**src/rtl/uart_rx_ctrl.sv**
```systemverilog
// uart_rx_ctrl: APB slave that sequences an 8-bit UART receiver.
//   - Generates the 16x oversample tick (rx_en) from a programmable divisor.
//   - Drives the receiver / parity checker parity-enable (rx_parity_en).
//   - Captures each completed byte plus error flags into an RX FIFO.
//   - Exposes CTRL / BAUD / STATUS / DATA registers and a level interrupt.
//
// Optional feature: define RX_TIMEOUT_EN to build the idle-timeout counter
// (STATUS[6]). Without it, STATUS[6] reads 0 and never raises irq.
//
// Ports:
//   PCLK, PRESETn          clock, asynchronous active-low reset
//   PSEL, PENABLE, PWRITE  APB control
//   PADDR[3:0]             byte address (bits [1:0] ignored)
//   PWDATA[31:0]           write data
//   PRDATA[31:0]           read data (combinational in the read access phase)
//   PREADY, PSLVERR        zero-wait-state ready, error response
//   rx_en                  one-cycle oversample tick to the receiver
//   rx_parity_en           parity enable (CTRL[1])
//   rx_done, rx_data, rx_busy, rx_err, rx_parity_err   receiver side
//   irq                    registered level interrupt
//
// APB handshake: a transfer is the setup phase (PSEL & ~PENABLE) followed by
// one access phase (PSEL & PENABLE). PREADY is always 1, so every access phase
// completes in one cycle; writes commit and pops happen at the clock edge that
// ends the access phase.
module uart_rx_ctrl #(
    parameter int unsigned FIFO_DEPTH    = 8,
    parameter logic [15:0] DEFAULT_DIV   = 16'd27,
    parameter int unsigned TIMEOUT_CHARS = 4
) (
    input  logic        PCLK,
    input  logic        PRESETn,
    input  logic        PSEL,
    input  logic        PENABLE,
    input  logic        PWRITE,
    input  logic [3:0]  PADDR,
    input  logic [31:0] PWDATA,
    output logic [31:0] PRDATA,
    output logic        PREADY,
    output logic        PSLVERR,
    output logic        rx_en,
    output logic        rx_parity_en,
    input  logic        rx_done,
    input  logic [7:0]  rx_data,
    input  logic        rx_busy,
    input  logic        rx_err,
    input  logic        rx_parity_err,
    output logic        irq
);
    localparam int unsigned AW = (FIFO_DEPTH > 1) ? $clog2(FIFO_DEPTH) : 1;
    localparam int unsigned CW = AW + 1;

    localparam logic [1:0] A_CTRL = 2'd0;
    localparam logic [1:0] A_BAUD = 2'd1;
    localparam logic [1:0] A_STAT = 2'd2;
    localparam logic [1:0] A_DATA = 2'd3;

    logic [2:0]    ctrl_q, ctrl_d;
    logic [15:0]   baud_q;
    logic [15:0]   baud_cnt_q;
    logic          rx_en_q;
    logic          done_q;
    logic [AW-1:0] wr_ptr_q, rd_ptr_q;
    logic [CW-1:0] count_q, count_d;
    logic          ovr_q, ovr_d, frm_q, frm_d, par_q, par_d;
    logic          irq_q;
    logic [9:0]    mem_q [FIFO_DEPTH];
    logic          tmo_flag;
    logic          tmo_set;

    logic       wr_acc, rd_acc;
    logic [1:0] reg_sel;
    logic       empty, full;
    logic       push_ev, push_ok, pop, ovr_set;
    logic [4:0] w1c;            // clear mask for STATUS[6:2]
    logic [31:0] status_w;
    logic        unused_bits;

    assign wr_acc  = PSEL & PENABLE & PWRITE;
    assign rd_acc  = PSEL & PENABLE & ~PWRITE;
    assign reg_sel = PADDR[3:2];

    assign empty = (count_q == '0);
    assign full  = (count_q == CW'(FIFO_DEPTH));

    assign push_ev = ctrl_q[0] & rx_done & ~done_q;
    assign pop     = rd_acc & (reg_sel == A_DATA) & ~empty;
    // A pop in the same cycle frees the slot, so a push while full still lands.
    assign push_ok = push_ev & (~full | pop);
    assign ovr_set = push_ev & full & ~pop;

    assign w1c = (wr_acc && reg_sel == A_STAT) ? PWDATA[6:2] : 5'b0;

    // CTRL next value; the baud generator uses it so that clearing enable
    // suppresses a tick at the very edge the write commits.
    assign ctrl_d = (wr_acc && reg_sel == A_CTRL) ? PWDATA[2:0] : ctrl_q;

    always_comb begin
        count_d = count_q + CW'(push_ok) - CW'(pop);
        // Set wins over a simultaneous W1C clear.
        ovr_d = ovr_set | (ovr_q & ~w1c[0]);
        frm_d = (push_ev & rx_err) | (frm_q & ~w1c[1]);
        par_d = (push_ev & rx_parity_err) | (par_q & ~w1c[2]);
    end

`ifdef RX_TIMEOUT_EN
    localparam int unsigned TMO_TICKS = TIMEOUT_CHARS * 160;
    localparam int unsigned TW = $clog2(TMO_TICKS + 1);

    logic [TW-1:0] idle_q, idle_d;
    logic          tmo_q;

    always_comb begin
        idle_d  = idle_q;
        tmo_set = 1'b0;
        if (!ctrl_q[0] || push_ev || pop) begin
            idle_d = '0;
        end else if (rx_en_q && !empty && !rx_busy && idle_q != TW'(TMO_TICKS)) begin
            idle_d  = idle_q + 1'b1;
            // Only the step onto the limit sets the flag, so a W1C clear
            // sticks while the counter sits at its hold value.
            tmo_set = (idle_d == TW'(TMO_TICKS));
        end
    end

    always_ff @(posedge PCLK or negedge PRESETn) begin
        if (!PRESETn) begin
            idle_q <= '0;
            tmo_q  <= 1'b0;
        end else begin
            idle_q <= idle_d;
            tmo_q  <= tmo_set | (tmo_q & ~w1c[4]);
        end
    end

    assign tmo_flag = tmo_q;
`else
    assign tmo_set  = 1'b0;
    assign tmo_flag = 1'b0;
`endif

    always_comb begin
        status_w       = '0;
        status_w[0]    = empty;
        status_w[1]    = full;
        status_w[2]    = ovr_q;
        status_w[3]    = frm_q;
        status_w[4]    = par_q;
        status_w[5]    = rx_busy;
        status_w[6]    = tmo_flag;
        status_w[11:8] = 4'(count_q);
    end

    always_comb begin
        PRDATA = '0;
        if (rd_acc) begin
            case (reg_sel)
                A_CTRL:  PRDATA = {29'b0, ctrl_q};
                A_BAUD:  PRDATA = {16'b0, baud_q};
                A_STAT:  PRDATA = status_w;
                default: PRDATA = empty ? 32'b0 : {22'b0, mem_q[rd_ptr_q]};
            endcase
        end
    end

    assign PREADY       = 1'b1;
    assign PSLVERR      = PSEL & PENABLE & (reg_sel == A_DATA) & (PWRITE | empty);
    assign rx_en        = rx_en_q;
    assign rx_parity_en = ctrl_q[1];
    assign irq          = irq_q;
    assign unused_bits  = ^{PADDR[1:0], PWDATA[31:16], tmo_set};

    always_ff @(posedge PCLK or negedge PRESETn) begin
        if (!PRESETn) begin
            ctrl_q     <= '0;
            baud_q     <= DEFAULT_DIV;
            baud_cnt_q <= '0;
            rx_en_q    <= 1'b0;
            done_q     <= 1'b0;
            wr_ptr_q   <= '0;
            rd_ptr_q   <= '0;
            count_q    <= '0;
            ovr_q      <= 1'b0;
            frm_q      <= 1'b0;
            par_q      <= 1'b0;
            irq_q      <= 1'b0;
        end else begin
            ctrl_q <= ctrl_d;
            if (wr_acc && reg_sel == A_BAUD) baud_q <= PWDATA[15:0];

            // Down-counter: a tick every BAUD+1 cycles, reload on BAUD write.
            if (!ctrl_d[0]) begin
                baud_cnt_q <= '0;
                rx_en_q    <= 1'b0;
            end else if (wr_acc && reg_sel == A_BAUD) begin
                baud_cnt_q <= PWDATA[15:0];
                rx_en_q    <= 1'b0;
            end else if (baud_cnt_q == '0) begin
                baud_cnt_q <= baud_q;
                rx_en_q    <= 1'b1;
            end else begin
                baud_cnt_q <= baud_cnt_q - 1'b1;
                rx_en_q    <= 1'b0;
            end

            done_q <= ctrl_q[0] ? rx_done : 1'b0;

            if (push_ok) wr_ptr_q <= wr_ptr_q + 1'b1;
            if (pop)     rd_ptr_q <= rd_ptr_q + 1'b1;
            count_q <= count_d;
            ovr_q   <= ovr_d;
            frm_q   <= frm_d;
            par_q   <= par_d;
            irq_q   <= ctrl_q[2] & (~empty | ovr_q | tmo_flag);
        end
    end

    always_ff @(posedge PCLK) begin
        if (push_ok) mem_q[wr_ptr_q] <= {rx_err, rx_parity_err, rx_data};
    end

endmodule

```
**config.mk**
```make
export PLATFORM = sky130hd
export DESIGN_NAME = uart_rx_ctrl
export DESIGN_NICKNAME = d
export VERILOG_FILES = /design/src/rtl/uart_rx_ctrl.sv
export SDC_FILE = /design/constraint.sdc
export NUM_CORES = 1
export LEC_CHECK = 0
export CAP_MARGIN = 40
export CORE_MARGIN = 1
export CORE_UTILIZATION = 45
export DETAILED_ROUTE_END_ITERATION = 10
export DONT_BUFFER_PORTS = 1
export HOLD_SLACK_MARGIN = 0.05
export PLACE_DENSITY_LB_ADDON = 0.2
export RECOVER_POWER = 100
export SYNTH_ARGS = -nofsm -noshare
export SYNTH_HDL_FRONTEND = slang
export SYNTH_SLANG_ARGS = --single-unit
export TNS_END_PERCENT = 5
```
**constraint.sdc**
```tcl
create_clock -name PCLK -period 3.4 [get_ports PCLK]
set_input_delay 0.51 -clock PCLK [delete_from_list [all_inputs] [get_ports PCLK]]
set_output_delay 0.51 -clock PCLK [all_outputs]
set_load 0.02 [all_outputs]
```
-- After elaboration in Yosys (flattened, before gate mapping)
Memories as Yosys holds them, arrays and structs flattened.
Index checks and enable logic that the tools add are counted.
- bits in registers: 51
- bits in writable memories: 80
- input port bits: 53
- output and inout bits: 37
- word-level logic and storage cells: 75
- memories: 1
- memory list (memory ; depth ; width ; read ports ; clocked after memory_dff ; wr ports ; RTL line ; text):
    mem_q ; 8 ; 10 ; 1 ; 0 ; 1 ; 67 ; logic [9:0] mem_q [FIFO_DEPTH];
- $add $sub $neg: 5
- equality and inequality tests: 4
- multiplexer cells: 14
- bitwise logic cells: 32
- reduce and logical (&&, ||, !) cells: 6
- operators with widths (operator ; count):
    two-way mux 16 bit ; 4
    case mux 16 bit (3 select lines) ; 1
    bitwise AND 1 bit ; 18
    logical NOT 16 bit ; 1
    subtractor 16 x 1 -> 16 bit (second input constant) ; 1
    two-way mux 10 bit ; 1
    NOT 1 bit ; 8
    two-way mux 1 bit ; 7
    adder 3 x 1 -> 3 bit (second input constant) ; 2
    bitwise OR 1 bit ; 6
    adder 4 x 1 -> 4 bit ; 1
    == test 2 bit (second input constant) ; 2
    == test 4 bit (second input constant) ; 1
    logical NOT 4 bit ; 1
    subtractor 4 x 1 -> 4 bit ; 1
    logical AND 1 bit ; 3
    two-way mux 3 bit ; 1
    == test 2 x 1 -> 1 bit (second input constant) ; 1
    logical NOT 2 bit ; 1

-- Depth between registers and ports, before layout
- word-level depth: 8
- depth in mapped cells: 12
- gate-level depth less buffers: 11

-- Least setup slack after synthesis
OpenSTA, ideal clock, no wires.
- path kind: reg-to-reg
- start: register count_q[2]
- end: memory mem_q[4][0], enable pin
- library setup time: 390 ps
- data arrival time: 2425 ps
- data required time: 3010 ps
- slack: 585 ps
- stages on the path, launching flop included: 9
- path buffers: 1
- clock period less this slack: 2815 ps
- cells stage by stage: dfrtp_1 > inv_1 > ha_1 > or3b_2 > buf_2 > nand4_2 > a21boi_0 > nand2_1 > nor3_1
- longest elaborated chain between the ends: 7
- elaborated cells on any way between the ends: 9
- those cells by class: eq/ne (1); mux (2); bitwise (5); reduce/logical (1)
- ends and longest elaborated chain (what ; RTL line ; text):
    from (decl) ; 64 ; logic [CW-1:0] count_q, count_d;
    from (signal assigned) ; 210 ; count_q <= count_d;
    logical NOT 4 bit ; 83 ; assign empty = (count_q == '0);
    NOT 1 bit ; 87 ; assign pop = rd_acc & (reg_sel == A_DATA) & ~empty;
    bitwise AND 1 bit ; 87 ;
    bitwise OR 1 bit * ; 89 ; assign push_ok = push_ev & (~full | pop);
    bitwise AND 1 bit * ; 89 ;
    two-way mux 1 bit * ; 219 ; if (push_ok) mem_q[wr_ptr_q] <= {rx_err, rx_parity_err, rx_data};
    two-way mux 1 bit (not written as such) * ; 219 ;
    to (decl) ; 67 ;
Mark *: on every way between the ends. The rest lies on a longest branch, timed or not.

-- Worst setup path in the final report
- start: register baud_cnt_q[0]
- end: register baud_cnt_q[5]
- longest elaborated chain between the ends: 4
- elaborated cells on any way between the ends: 5
- those cells by class: add/sub (1); mux (3); reduce/logical (1)
- ends and longest elaborated chain (what ; RTL line ; text):
    from (decl) ; 60 ; logic [15:0] baud_cnt_q;
    from (signal assigned) ; 196 ; baud_cnt_q <= PWDATA[15:0];
    from (signal assigned) ; 199 ; baud_cnt_q <= baud_q;
    from (signal assigned) ; 202 ; baud_cnt_q <= baud_cnt_q - 1'b1;
    subtractor 16 x 1 -> 16 bit / logical NOT 16 bit (equally long branches) ; 202, 198 ;
    two-way mux 16 bit * ; 198 ; end else if (baud_cnt_q == '0) begin
    two-way mux 16 bit * ; 195 ; end else if (wr_acc && reg_sel == A_BAUD) begin
    two-way mux 16 bit * ; 192 ; if (!ctrl_d[0]) begin
Marked as above.
A chain may end at the register's enable or synchronous reset.

==> run summary <==
Status = complete, but fails checks
Failing checks = max-capacitance violations, max-slew violations
Worst-margin pin slew = 2.29 ns
CTS tree = done
Routed wire length = 13.0 mm
Fin Setup TNS = 0 ns
Clk sinks = 131
Syn Inst Count = 459
Number of synthesized flops with an enable pin = 80
Number of nets in the layout = 540
DRC = 0
Register bit count reported by yosys = 131
Syn Area/Cell = 13.2 sq um
Sequential share of the synthesized area = 0.606
Initial DRT Pass Iterations = 5
Number of max-slew violations in the final report = 64
Clock Skew = 0.00662 ns
Static Leak = 2.60 nW
Critical Path Sink = baud_cnt_q[5]
Number of fill cells in the layout = 1,132
Worst Path Required = 3.69 ns
Starting Density = 0.461
Insertion delay to the later sink of the worst-skew pair = 0.42 ns
Cell taking the most area after synthesis = edfxtp_1
Crit end category = flop
Tcrit/Tclk final = 0.905
Die width = 118 microns
Reg-to-reg endpoint = baud_cnt_q[5]
Initial DRC count = 260
Peak VDD IR = 0.522 mV
Cell variety after synth = 62
Initial antenna violation count = 0
Post-synth ARST share = 0.389
Critical Path Start Type = flop
FF-to-FF path depth = 7
Clock-pin slew on the worst setup and hold paths = 0.06 ns
Hold Crit Class = in -> reg
Final hold violation count = 0
DP HPWL = 8.90 mm
Post-synthesis cell area = 6080 sq um
CTS root buf = clkbuf_16
DR WL/cell = 19.5 microns
Boundary Pins = 90
Port bufs = 0
Yosys top cell area share = 0.395
WP data arrival = 3.37 ns
Area contributors post-synth = edfxtp_1 (40%), dfrtp_1 (19%), mux4_2 (7.4%)
Placed cells = 632
Commonest non-fill, non-tap cell in the layout = edfxtp_1
Post-Route Utilization = 0.514
RSZ-0062 raised after global routing = no
Worst hold slack = 0.184 ns
Row cnt = 42
Via/cell ratio = 5.54
Worst hold start = rx_data[4]
PD cells = 789 nW/um^2
Crit path kind = reg -> reg
CP startpoint = baud_cnt_q[0]
Maximum clock frequency = 325 MHz
Post-DRT Antenna Nets = 0
Die Y = 118 microns
Final min period = 3.08 ns
Max FO, Critical Path = 7
Final setup fails = 0
Die ar. = 14,000 sq um
Clock buffer count from CTS = 17
First-pass GRT wire length = 20.8 mm
Via count = 3,691
Longest Clk Path Bufs = 2
Max Cap Violations = 2
GRT Overall Usage = 0.201
Number of global-route vias before repair = 3,878
Core ar. = 13,200 sq um
CTS H-Tree Depth = 4
Non-filler instance count after layout = 666
Antenna cells = 0
Max-slew headroom = -0.525
Synth warn = 0
FF-to-FF setup slack = 0.32 ns
Main flop type after synthesis = edfxtp_1
Largest net degree at the start of global routing = 52
Cts repair resizes = 0
GRT overflow = 0
Area growth, synth to finish = 11.6%
Layout cells sized above 1 = 0.171
Critical R2R Launch = baud_cnt_q[0]
Most frequent cells in the layout = edfxtp_1 (80), nand2_1 (66), dfrtp_1 (47), mux4_2 (20), a21oi_1 (18)
Placer Congestion = 0.836
how the worst min path moves through the flow:
| stage | to | slack (ns) | cells past startpoint |
|---|---|---|---|
| 2_1_floorplan | baud_cnt_q[0] | 0.21 | 0 |
| 3_3_place_gp | ctrl_q[0] | 0.22 | 0 |
| 3_5_place_dp | rx_en | 0.22 | 0 |
| 4_1_cts | mem_q[3][2] | 0.17 | 0 |
| 5_1_grt | mem_q[4][0] | 0.17 | 0 |
| 6_report | mem_q[6][4] | 0.18 | 0 |
repair_timing:
action / CTS / global route
endpoints found under the hold margin: 51 / 0
setup buffers: 0 / 0
setup endpoints to repair: 0 / 0
hold buffers: 2 / 0
registers in the layout, indices dropped and copies added, names as in the netlist, 3 cells and up:
signal,cells
baud_cnt_q,16
baud_q,16
count_q,4
ctrl_q,3
mem_q,80
rd_ptr_q,3
wr_ptr_q,3
cells by family (layout without fill, tap and decap cells):
kind of cell | after synthesis | count (layout) | share of synthesized area
XOR/XNOR | 15 | 15 | 0.0216
other | 2 | 17 | 0.00124
multiplexers | 33 | 33 | 0.0982
AO/OA/AOI/OAI | 73 | 73 | 0.0795
flip-flops | 131 | 131 | 0.606
AND/OR/NAND/NOR | 144 | 144 | 0.126
adder cells (fa/ha/maj) | 10 | 10 | 0.0218
buffers and inverters | 51 | 67 | 0.0453
final cells by class:
type	instances	area (sq um)	area share
sequential	131	3680	0.543
multi-input combinational	292	2140	0.315
clock buffer	19	433	0.0638
tap	176	220	0.0325
timing repair buffer	22	149	0.0219
clock inverter	13	113	0.0166
inverter	13	48.8	0.00719
report_power, final:
group          leakage [nW]  switching (W)  internal [W]  total (W)
clock                 0.254       0.000682       0.00100    0.00168
sequential             1.36       0.000270       0.00194    0.00221
combinational         0.991       0.000752      0.000718    0.00147
per-layer routing:
| metal | up-vias | GRT usage | routed length (microns) |
|---|---|---|---|
| met3 | 21 | 0.0574 | 595 |
| met2 | 84 | 0.340 | 6690 |
| met1 | 1867 | 0.242 | 5480 |
| met5 | - | 0 | 0 |
| met4 | 0 | 0.0793 | 226 |
| li1 | 1719 | - | - |
metrics by stage:
stage / instance area (sq um) / total power, W / setup slack [ns]
finish: 6790 / 0.00536 / 0.324
global route: 6790 / 0.00566 / 0.158
floorplan: 6130 / 0.00343 / 0.585
global placement: 6280 / 0.00373 / 0.624
detailed placement: 6290 / 0.00376 / 0.603
CTS: 6880 / 0.00547 / 0.371
worst max-delay path, stage by stage (launching register included):
cell	delay, ns
dfrtp_1	0.40
inv_1	0.13
ha_1	0.19
or4b_1	0.52
nor4b_1	1.23
nor2_1	0.25
nand2_1	0.15
a31oi_1	0.08
cell usage after synthesis (all sizes together) (5+ instances only):
cell type and count:
edfxtp 80, nand2 66, dfrtp 47, buf 26
mux4 20, a21oi 18, nor2 16, nand3 15
inv 13, a22oi 12, clkbuf 12, nor3 11
o21ai 11, mux2 10, ha 9, xor2 8
a31oi 7, xnor2 7, a21o 5, and3 5
(Power assumes the default switching activity.)
